## config.mk

```make
export PLATFORM = sky130hd
export DESIGN_NAME = fifo_p3o1_flat
export DESIGN_NICKNAME = d
export VERILOG_FILES = /design/src/rtl/fifo_p3o1_pkg.sv /design/src/rtl/fifo_p3o1_if.sv /design/src/rtl/fifo_mem_3w1r.sv /design/src/rtl/fifo_p3o1.sv /design/src/flat_wrapper.sv
export SDC_FILE = /design/constraint.sdc
export NUM_CORES = 1
export LEC_CHECK = 0
export ABC_AREA = 1
export BUFFER_PORTS_ARGS = -buffer_cell sky130_fd_sc_hd__buf_2
export CAP_MARGIN = 15
export CORE_UTILIZATION = 32
export CTS_CLUSTER_SIZE = 20
export DETAILED_ROUTE_END_ITERATION = 8
export PLACE_DENSITY_LB_ADDON = 0.12
export SETUP_SLACK_MARGIN = 0.2
export SLEW_MARGIN = 20
export SYNTH_ARGS = -nofsm -noshare
export SYNTH_HDL_FRONTEND = slang
export SYNTH_SLANG_ARGS = --single-unit
export TNS_END_PERCENT = 100
```

## constraint.sdc

```tcl
create_clock -name clk -period 3 [get_ports clk]
set_input_delay 0.6 -clock clk [delete_from_list [all_inputs] [get_ports clk]]
set_output_delay 0.6 -clock clk [all_outputs]
set_load 0.02 [all_outputs]
```

## src/rtl/fifo_p3o1_pkg.sv

```systemverilog
// Shared defaults, write-count encodings and configuration check for fifo_p3o1.
// No logic of its own; constants only.
// No flow control here; consumers handle backpressure.
package fifo_p3o1_pkg;

    localparam int DEF_NUM_WDATA     = 3;
    localparam int DEF_DAT_WIDTH     = 8;
    localparam int DEF_FF_DEPTH      = 8;
    localparam int DEF_FF_ADDR_WIDTH = 3;

    // Encoding of wr_num: how many packed words in wr_data are meaningful.
    localparam logic [1:0] WNUM_NONE = 2'd0;
    localparam logic [1:0] WNUM_1    = 2'd1;
    localparam logic [1:0] WNUM_2    = 2'd2;
    localparam logic [1:0] WNUM_3    = 2'd3;

    // Depth must be a power of two matching the address width, and must hold
    // at least one full burst plus one word.
    function automatic bit depth_ok(input int depth, input int addr_width);
        return (depth == (1 << addr_width)) && (depth >= 4);
    endfunction

endpackage

```

## src/rtl/fifo_p3o1_if.sv

```systemverilog
// Bundle of the write/read handshake signals of fifo_p3o1.
// Error flags err_ovf/err_udf exist only when FIFO_P3O1_ERR_FLAG_EN is defined.
// master = producer/consumer side, slave = FIFO side.
interface fifo_p3o1_if import fifo_p3o1_pkg::*; #(
    parameter int NUM_WDATA     = DEF_NUM_WDATA,
    parameter int DAT_WIDTH     = DEF_DAT_WIDTH,
    parameter int FF_ADDR_WIDTH = DEF_FF_ADDR_WIDTH
);
    logic                           wr_req;
    logic [1:0]                     wr_num;
    logic [DAT_WIDTH*NUM_WDATA-1:0] wr_data;
    logic                           rd_req;
    logic [DAT_WIDTH-1:0]           rd_data;
    logic                           rd_data_val;
    logic [FF_ADDR_WIDTH:0]         data_counter;
    logic                           full;
    logic                           empty;
`ifdef FIFO_P3O1_ERR_FLAG_EN
    logic                           err_ovf;
    logic                           err_udf;
`endif

    modport master (
        output wr_req, wr_num, wr_data, rd_req,
        input  rd_data, rd_data_val, data_counter, full, empty
`ifdef FIFO_P3O1_ERR_FLAG_EN
        , input err_ovf, err_udf
`endif
    );

    modport slave (
        input  wr_req, wr_num, wr_data, rd_req,
        output rd_data, rd_data_val, data_counter, full, empty
`ifdef FIFO_P3O1_ERR_FLAG_EN
        , output err_ovf, err_udf
`endif
    );

endinterface

```

## src/rtl/fifo_mem_3w1r.sv

```systemverilog
// Register array with three write ports and one asynchronous read port.
// Writes land at the rising edge; read is combinational from the array.
// No backpressure; the caller guarantees the three write addresses differ.
module fifo_mem_3w1r #(
    parameter int DAT_WIDTH  = 8,
    parameter int ADDR_WIDTH = 3
) (
    input  logic                                clk,
    input  logic [2:0]                          we,
    input  logic [2:0][ADDR_WIDTH-1:0]          waddr,
    input  logic [2:0][DAT_WIDTH-1:0]           wdata,
    input  logic [ADDR_WIDTH-1:0]               raddr,
    output logic [DAT_WIDTH-1:0]                rdata
);
    localparam int DEPTH = 1 << ADDR_WIDTH;

    logic [DEPTH-1:0][DAT_WIDTH-1:0] mem_q;
    logic [DEPTH-1:0][DAT_WIDTH-1:0] mem_d;

    // Merge the enabled write ports into the next array image.
    always_comb begin
        mem_d = mem_q;
        for (int p = 0; p < 3; p++) begin
            if (we[p]) begin
                mem_d[waddr[p]] = wdata[p];
            end
        end
    end

    // Storage is deliberately not reset; only written entries are ever read.
    always_ff @(posedge clk) begin
        mem_q <= mem_d;
    end

    assign rdata = mem_q[raddr];

endmodule

```

## src/rtl/fifo_p3o1.sv

```systemverilog
// Width-converting FIFO: up to 3 words per write, 1 word per read, oldest first.
// Read latency 1 (registered rd_data); write visible to reads the next cycle.
// Writes that do not fit are dropped whole; FIFO_P3O1_ERR_FLAG_EN adds sticky err_ovf/err_udf.
module fifo_p3o1 import fifo_p3o1_pkg::*; #(
    parameter int NUM_WDATA     = DEF_NUM_WDATA,
    parameter int DAT_WIDTH     = DEF_DAT_WIDTH,
    parameter int FF_DEPTH      = DEF_FF_DEPTH,
    parameter int FF_ADDR_WIDTH = DEF_FF_ADDR_WIDTH
) (
    input  logic       clk,
    input  logic       rst,
    fifo_p3o1_if.slave bus
);
    localparam int AW = FF_ADDR_WIDTH;
    localparam int CW = FF_ADDR_WIDTH + 1;

    if (!depth_ok(FF_DEPTH, FF_ADDR_WIDTH) || NUM_WDATA != 3) begin : g_bad_cfg
        $error("fifo_p3o1: unsupported depth/address-width/word-count combination");
    end

    logic [CW-1:0]        wr_ptr_q, wr_ptr_d;
    logic [CW-1:0]        rd_ptr_q, rd_ptr_d;
    logic [CW-1:0]        cnt_q, cnt_d;
    logic [DAT_WIDTH-1:0] rd_data_q, rd_data_d;
    logic                 rd_data_val_q, rd_data_val_d;

    logic [CW-1:0]        free;
    logic [CW-1:0]        wr_num_ext;
    logic                 wr_enb;
    logic                 rd_enb;
    logic                 empty_w;

    logic [2:0]                  mem_we;
    logic [2:0][AW-1:0]          mem_waddr;
    logic [2:0][DAT_WIDTH-1:0]   mem_wdata;
    logic [DAT_WIDTH-1:0]        mem_rdata;

    // Accept decisions from pre-edge occupancy; a short write is all-or-nothing.
    always_comb begin
        free       = CW'(FF_DEPTH) - cnt_q;
        wr_num_ext = CW'(bus.wr_num);
        empty_w    = (cnt_q == '0);
        wr_enb     = bus.wr_req && (bus.wr_num != WNUM_NONE) && (free >= wr_num_ext);
        rd_enb     = bus.rd_req && !empty_w;
    end

    // Fan the burst out to consecutive (wrapping) memory slots.
    always_comb begin
        mem_we    = '0;
        mem_waddr = '0;
        mem_wdata = '0;
        for (int i = 0; i < 3; i++) begin
            mem_we[i]    = wr_enb && (i < int'(bus.wr_num));
            mem_waddr[i] = wr_ptr_q[AW-1:0] + AW'(i);
            mem_wdata[i] = bus.wr_data[i*DAT_WIDTH +: DAT_WIDTH];
        end
    end

    fifo_mem_3w1r #(
        .DAT_WIDTH  (DAT_WIDTH),
        .ADDR_WIDTH (AW)
    ) u_mem (
        .clk   (clk),
        .we    (mem_we),
        .waddr (mem_waddr),
        .wdata (mem_wdata),
        .raddr (rd_ptr_q[AW-1:0]),
        .rdata (mem_rdata)
    );

    // Pointer, occupancy and read-output next state; rd_data is zero when idle.
    always_comb begin
        wr_ptr_d      = wr_ptr_q + (wr_enb ? wr_num_ext : '0);
        rd_ptr_d      = rd_ptr_q + (rd_enb ? CW'(1) : '0);
        cnt_d         = cnt_q + (wr_enb ? wr_num_ext : '0) - (rd_enb ? CW'(1) : '0);
        rd_data_val_d = rd_enb;
        rd_data_d     = rd_enb ? mem_rdata : '0;
    end

    // Control state; the async reset also discards any in-flight transfer.
    always_ff @(posedge clk or negedge rst) begin
        if (!rst) begin
            wr_ptr_q      <= '0;
            rd_ptr_q      <= '0;
            cnt_q         <= '0;
            rd_data_q     <= '0;
            rd_data_val_q <= 1'b0;
        end else begin
            wr_ptr_q      <= wr_ptr_d;
            rd_ptr_q      <= rd_ptr_d;
            cnt_q         <= cnt_d;
            rd_data_q     <= rd_data_d;
            rd_data_val_q <= rd_data_val_d;
        end
    end

    assign bus.rd_data      = rd_data_q;
    assign bus.rd_data_val  = rd_data_val_q;
    assign bus.data_counter = cnt_q;
    assign bus.empty        = empty_w;
    // Full means a maximum-size burst might not fit, not that storage is exhausted.
    assign bus.full         = (free < CW'(NUM_WDATA));

`ifdef FIFO_P3O1_ERR_FLAG_EN
    logic err_ovf_q, err_ovf_d;
    logic err_udf_q, err_udf_d;

    // Sticky flags for dropped writes and reads against an empty FIFO.
    always_comb begin
        err_ovf_d = err_ovf_q | (bus.wr_req && (bus.wr_num != WNUM_NONE) && !wr_enb);
        err_udf_d = err_udf_q | (bus.rd_req && empty_w);
    end

    // Flags clear only through reset.
    always_ff @(posedge clk or negedge rst) begin
        if (!rst) begin
            err_ovf_q <= 1'b0;
            err_udf_q <= 1'b0;
        end else begin
            err_ovf_q <= err_ovf_d;
            err_udf_q <= err_udf_d;
        end
    end

    assign bus.err_ovf = err_ovf_q;
    assign bus.err_udf = err_udf_q;
`endif

endmodule

```

## src/flat_wrapper.sv

```systemverilog
// flat-port wrapper written by rule: the top's interface ports become plain ports
module fifo_p3o1_flat import fifo_p3o1_pkg::*;
#(
    parameter int NUM_WDATA     = DEF_NUM_WDATA,
    parameter int DAT_WIDTH     = DEF_DAT_WIDTH,
    parameter int FF_DEPTH      = DEF_FF_DEPTH,
    parameter int FF_ADDR_WIDTH = DEF_FF_ADDR_WIDTH
)
  (clk, rst, bus_wr_req, bus_wr_num, bus_wr_data, bus_rd_req, bus_rd_data, bus_rd_data_val, bus_data_counter, bus_full, bus_empty);
  fifo_p3o1_if #(.NUM_WDATA(NUM_WDATA), .DAT_WIDTH(DAT_WIDTH), .FF_ADDR_WIDTH(FF_ADDR_WIDTH)) bus_i ();
  input  logic clk;
  input  logic rst;
  input wire logic [$bits(bus_i.wr_req)-1:0] bus_wr_req;
  input wire logic [$bits(bus_i.wr_num)-1:0] bus_wr_num;
  input wire logic [$bits(bus_i.wr_data)-1:0] bus_wr_data;
  input wire logic [$bits(bus_i.rd_req)-1:0] bus_rd_req;
  output wire logic [$bits(bus_i.rd_data)-1:0] bus_rd_data;
  output wire logic [$bits(bus_i.rd_data_val)-1:0] bus_rd_data_val;
  output wire logic [$bits(bus_i.data_counter)-1:0] bus_data_counter;
  output wire logic [$bits(bus_i.full)-1:0] bus_full;
  output wire logic [$bits(bus_i.empty)-1:0] bus_empty;
  assign bus_i.wr_req = bus_wr_req;
  assign bus_i.wr_num = bus_wr_num;
  assign bus_i.wr_data = bus_wr_data;
  assign bus_i.rd_req = bus_rd_req;
  assign bus_rd_data = bus_i.rd_data;
  assign bus_rd_data_val = bus_i.rd_data_val;
  assign bus_data_counter = bus_i.data_counter;
  assign bus_full = bus_i.full;
  assign bus_empty = bus_i.empty;
  fifo_p3o1 #(.NUM_WDATA(NUM_WDATA), .DAT_WIDTH(DAT_WIDTH), .FF_DEPTH(FF_DEPTH), .FF_ADDR_WIDTH(FF_ADDR_WIDTH)) u_core (.clk(clk), .rst(rst), .bus(bus_i));
endmodule
```

Word level (Yosys, flattened, before mapping)
Index checks and enable logic that the tools add are counted.
- register bits after elaboration: 85
- bits of input ports: 30
- output and inout bits: 15
- word-level logic and storage cells: 61
- $add $sub $neg: 7
- order comparisons: 12
- multiplexer cells: 17
- reduce and logical (&&, ||, !) cells: 12
- operators by type and width (kind ; number):
    bitwise mux 64 bit ; 3
    2-to-1 mux 64 bit ; 3
    demux 8 bit (select 3 bit) ; 3
    2-to-1 mux 8 bit ; 5
    binary-select mux 8 bit (select 3 bit) ; 1
    < comparator 3 x 4 -> 1 bit, second input constant ; 4
    adder 4 bit ; 3
    >= comparator 3 x 1 -> 1 bit, second input constant ; 3
    logical AND 1 bit ; 9
    >= comparator 4 x 2 -> 1 bit ; 1
    zero test 4 bit ; 1
    < comparator 1 x 2 -> 1 bit, first input constant ; 2
    < comparator 4 x 2 -> 1 bit, second input constant ; 1
    subtractor 4 bit ; 1
    subtractor 4 bit, first input constant ; 1
    adder 3 x 1 -> 3 bit, second input constant ; 1
    adder 3 x 2 -> 3 bit, second input constant ; 1
    < comparator 2 bit, first input constant ; 1
    2-to-1 mux 2 bit ; 1
    nonzero test 2 bit ; 1
    zero test 1 bit ; 1
    2-to-1 mux 1 bit ; 1

Depth between registers and ports, before layout
- depth after elaboration: 10
- gate-level depth with buffers: 15
- gate-level depth less buffers: 13

By module
Synthesis repeated with hierarchy kept, for this count alone.
- cell total of the unflattened synthesis: 979
- area total of the unflattened synthesis: 5914.4 um2
- modules (own cells, without submodules) (module ; times used ; cells each ; area an instance (um2) ; sequential area each (um2)):
    fifo_mem_3w1r ; 1 ; 880 ; 4924.7 ; 1281.2
    fifo_p3o1 ; 1 ; 99 ; 989.7 ; 475.5

Worst setup path after synthesis
No wires, ideal clock.
- path type: flip-flop to flip-flop
- start: register u_core.cnt_q[0] (netlist: u_core.bus.data_counter[0])
- end: register u_core.wr_ptr_q[2]
- library setup time: 0.127 ns
- arrival: 2.635 ns
- data required time: 2.873 ns
- slack: 0.238 ns
- stages on the path, launching flop included: 13
- buffers on the path: 2
- clock period less this slack: 2.762 ns
- cell sequence: dfrtp_1 > inv_1 > ha_1 > ha_1 > a21oi_1 > nand3_2 > buf_6 > nand2_2 > buf_2 > nor2_1 > ha_1 > fa_1 > xor2_1
- longest elaborated chain between the ends: 5
- ends and longest elaborated chain (item ; RTL line ; text):
    from (decl) ; fifo_p3o1.sv:23 ; logic [CW-1:0] cnt_q, cnt_d;
    from (signal assigned) ; fifo_p3o1.sv:91 ; cnt_q <= cnt_d;
    subtractor 4 bit ; fifo_p3o1.sv:40 ; free = CW'(FF_DEPTH) - cnt_q;
    >= comparator 4 x 2 -> 1 bit ; fifo_p3o1.sv:43 ; wr_enb = bus.wr_req && (bus.wr_num != WNUM_NONE) && (free >= wr_num_ext);
    logical AND 1 bit ; fifo_p3o1.sv:43 ;
    2-to-1 mux 2 bit ; fifo_p3o1.sv:73 ; wr_ptr_d = wr_ptr_q + (wr_enb ? wr_num_ext : '0);
    adder 4 bit ; fifo_p3o1.sv:73 ;
    net u_core.wr_ptr_d[2] ; fifo_p3o1.sv:21 ; logic [CW-1:0] wr_ptr_q, wr_ptr_d;
    to (signal assigned) ; fifo_p3o1.sv:89 ; wr_ptr_q <= wr_ptr_d;
    to (decl) ; fifo_p3o1.sv:21 ;
The timed path passes the listed nets, and every way through them passes these cells.

==> results.md <==
- Synth unique cells: 32
- Synth Area in XOR/XNOR: 0.752%
- Initial antenna violation count: 0
- Syn nets: 991
- Tmin final: 2.60 ns
- Post-Place Setup Slack: 0.394 ns
- Tightest Pin Transition: 1.08 ns
- Final ANT Viol Nets: 0
- GRT Total Usage: 24.2%
- Mux cell area share after synthesis: 0%
- CTS Sinks: 83
- Slew HR: 28.1%
- Post-synthesis sequential area ratio: 30.2%
- Filler cells: 1989
- Number of global-route vias before repair: 5569
- Clock share of power: 16.9%
- Core area: 17500 sq um
- Post-synth design cell area: 5820 sq um
- Ys Warns: 0
- Fraction of layout cells with a size suffix above 1: 10.2%
- Worst-path clk slew: 0.06 ns
- Vias per cell: 5.26
- Vias: 6265
- Post-synth EDFFs: 0
- Setup TNS: 0 ns
- Row count: 48
- PwrDens: 1090 nW/um^2
- Final nets: 1006
- Period utilization: 86.6%
- Share of synthesized registers carrying an async set or reset: 22.9%
- Area Overhead vs Synth: 11.0%
- Gr ovfl total: 0
- Placed Area: 6150 sq um
- #FFs+latches synth: 83
- CP Data Arrival Time: 2.85 ns
- Detailed placement HPWL: 15300 microns
- Complex-gate fraction of the synthesized area: 7.63%
- Cell Int Power: 3.65 mW
- Die width: 137 microns
- DRT Pass-1 Iters: 5
- First-pass GRT wire length: 33300 microns
- Sw Pwr: 3.39 mW
- Fin cells: 1190
- CTS Buffer Depth: 2
- Synth top area cells: dfxtp_1 (22%), nand2_1 (19%), nand3_1 (12%)
- Leakage Power: 3.25 nW
- FF-to-FF path depth: 11
- Pin count of the biggest net entering global routing: 50
- Routed wire per std cell: 18.3 microns
- Clk_lat worst skew: 0.36 ns
- Max-cap viol count: 0
- Post-Synth Adder-Cell Area: 3.70%
- Iter 0 DRT Violations: 703
- Final Cell Area: 6460 sq um
- Switching Fraction: 48.2%
- Reg-to-Reg Start: u_core.bus.data_counter[0]
- CTS tree: built
- Final Hold Fails: 0
- Placed cells: 1174
- I/O Buffers: 44
- Synthesized area per cell: 6.16 sq um
- Die Span Y: 137 microns
- # Post-CTS Setup Buffers: 0
- Setup violations, final: 0
- Dominant cell type by area after synthesis: dfxtp_1
- Synth Area in Simple Gates: 47.5%
- Hold Crit Class: in -> async
- Final Max Tran Viols: 0
- Req. time, crit path: 3.25 ns
- Combinational share of power: 52.3%
- Largest family of logic cells by synthesized area: simple AND/OR/NAND/NOR gates
- Clk_skew: 0.00781 ns
- CTS Buf Count: 9
- Final WS setup: 0.403 ns
- Clock H-tree levels: 3
- # DRC: 0
- Post-synth top area share: 22.0%
- Routed Wire Length: 21700 microns
- CP endpoint kind: flop
- Max frequency: 385 MHz
- CP Class: reg -> reg
- Flop2flop setup slack: 0.40 ns
- Routability cong.: 0.816
- CTS Root Cell: clkbuf_16
- Die area: 18700 sq um
- Maximum VDD drop: 456 uV
- FF-to-FF End: u_core.u_mem.mem_q[34]
- Top_reg_cell synth: dfxtp_1
- I/O pin total: 45
- RSZ-0062 raised after global routing: true
- Sequential cell fraction of total power: 30.9%
- Gate Count Post-Synth: 945
- Critical Path Fanout Max: 31
- Status: finished, final reports clean
- Worst setup SP type: flop
- # diodes: 0
- Starting Density: 33.2%
## what timing repair did
| item | in CTS | in global routing |
|---|---|---|
| hold buffers | 0 | 0 |
| setup endpoints to repair | 0 | 4 |
| resized for setup | 0 | 1 |
| endpoints found under the hold margin | 0 | 0 |
## power groups by stage
| stage | Combinational (mW) | Sequential (mW) | Clock, mW |
|---|---|---|---|
| 5_1_grt | 4.19 | 2.23 | 1.26 |
| 4_1_cts | 3.65 | 2.16 | 1.21 |
| 2_1_floorplan | 2.87 | 2.01 | 0 |
| 3_5_place_dp | 3.65 | 2.18 | 0 |
| 3_3_place_gp | 3.63 | 2.20 | 0 |
| 6_report | 3.68 | 2.17 | 1.19 |
## worst max-delay path by stage
stage                                    start                endpoint  slack [ns]
floorplan           u_core.bus.data_counter[0]      u_core.wr_ptr_q[2]        0.24
global placement                 bus_wr_num[0]  u_core.u_mem.mem_q[26]        0.38
detailed placement               bus_wr_num[0]  u_core.u_mem.mem_q[24]        0.39
CTS                 u_core.bus.data_counter[0]  u_core.u_mem.mem_q[24]        0.41
global route        u_core.bus.data_counter[0]  u_core.u_mem.mem_q[34]        0.20
finish              u_core.bus.data_counter[0]  u_core.u_mem.mem_q[34]        0.40
## synthesized netlist by cell type (2+ instances only)
library cell,count
nor2_2,2
nor2_1,140
buf_2,26
inv_1,60
buf_6,8
xor2_1,3
nand4_1,36
xnor2_1,2
nand2_1,301
a21oi_1,3
ha_1,14
dfrtp_1,19
nand4_2,3
dfxtp_1,64
buf_4,5
buf_1,9
clkbuf_1,15
nand3_2,2
fa_1,2
nor3_1,3
o21ai_0,58
o32ai_1,15
nand2_2,2
nand3_1,145
## cell type report
cell class                 count  area, sq um  area share [%]
clock inverter                 4         50.0           0.774
timing repair buffer          68          400            6.19
sequential                    83         1760            27.2
tap                          225          282            4.35
clock buffer                  12          256            3.97
multi-input combinational    736         3490            53.9
inverter                      62          233            3.60
## cells by family after synthesis
| family | after synthesis |
|---|---|
| compound gates | 77 |
| flops | 83 |
| xor+xnor | 5 |
| buf+inv | 126 |
| simple gates | 638 |
| fa+ha+maj | 16 |
## sequential cells by signal, indices dropped and copies added (netlist names)
name                     cells
u_core.bus.rd_data_val       1
u_core.bus.data_counter      4
u_core.wr_ptr_q              3
u_core.rd_ptr_q              3
u_core.u_mem.mem_q          64
u_core.bus.rd_data           8
## critical path, cell delays in order (launching register included)
cell	delay, ns
dfrtp_1	0.39
inv_1	0.15
ha_1	0.26
ha_1	0.27
a21oi_1	0.09
nand3_4	0.13
buf_4	0.36
nand4_2	0.41
inv_1	0.21
nand2_1	0.07
nand3_1	0.09
nand2_1	0.05
## layout by cell type, fill, tap and decap left out, types with 2 or more instances in the layout
master and count:
xor2_1 3, nor3_1 3, clkbuf_16 9, buf_2 44
dfxtp_1 64, nor2_2 2, a21oi_1 3, ha_1 14
clkinvlp_4 2, o21ai_0 58, nand4_1 36, o32ai_1 15
nand4_2 2, xnor2_1 2, nand3_1 145, nand2_1 301
nand4_4 2, inv_1 60, clkbuf_8 2, dfrtp_1 19
buf_4 24, fa_1 2, nand2_2 2, nor2_1 140
## metal layers
layer / GRT usage [%] / part of all wire, % / vias up
met5: 0 / 0 / -
met4: 7.08 / 1.8 / 0
met3: 3.89 / 6.6 / 31
met2: 37.8 / 45 / 229
met1: 34.2 / 47 / 2889
li1: - / - / 3116
## stage by stage
stage	utilization [%]	total power [mW]	hold slack, ns
floorplan	-	4.88	0.304
global placement	35.1	5.82	0.545
detailed placement	35.1	5.83	0.545
CTS	36.8	7.02	0.201
global route	36.9	7.68	0.215
finish	36.9	7.04	0.182
No activity file was read; power rests on OpenSTA's default activity.
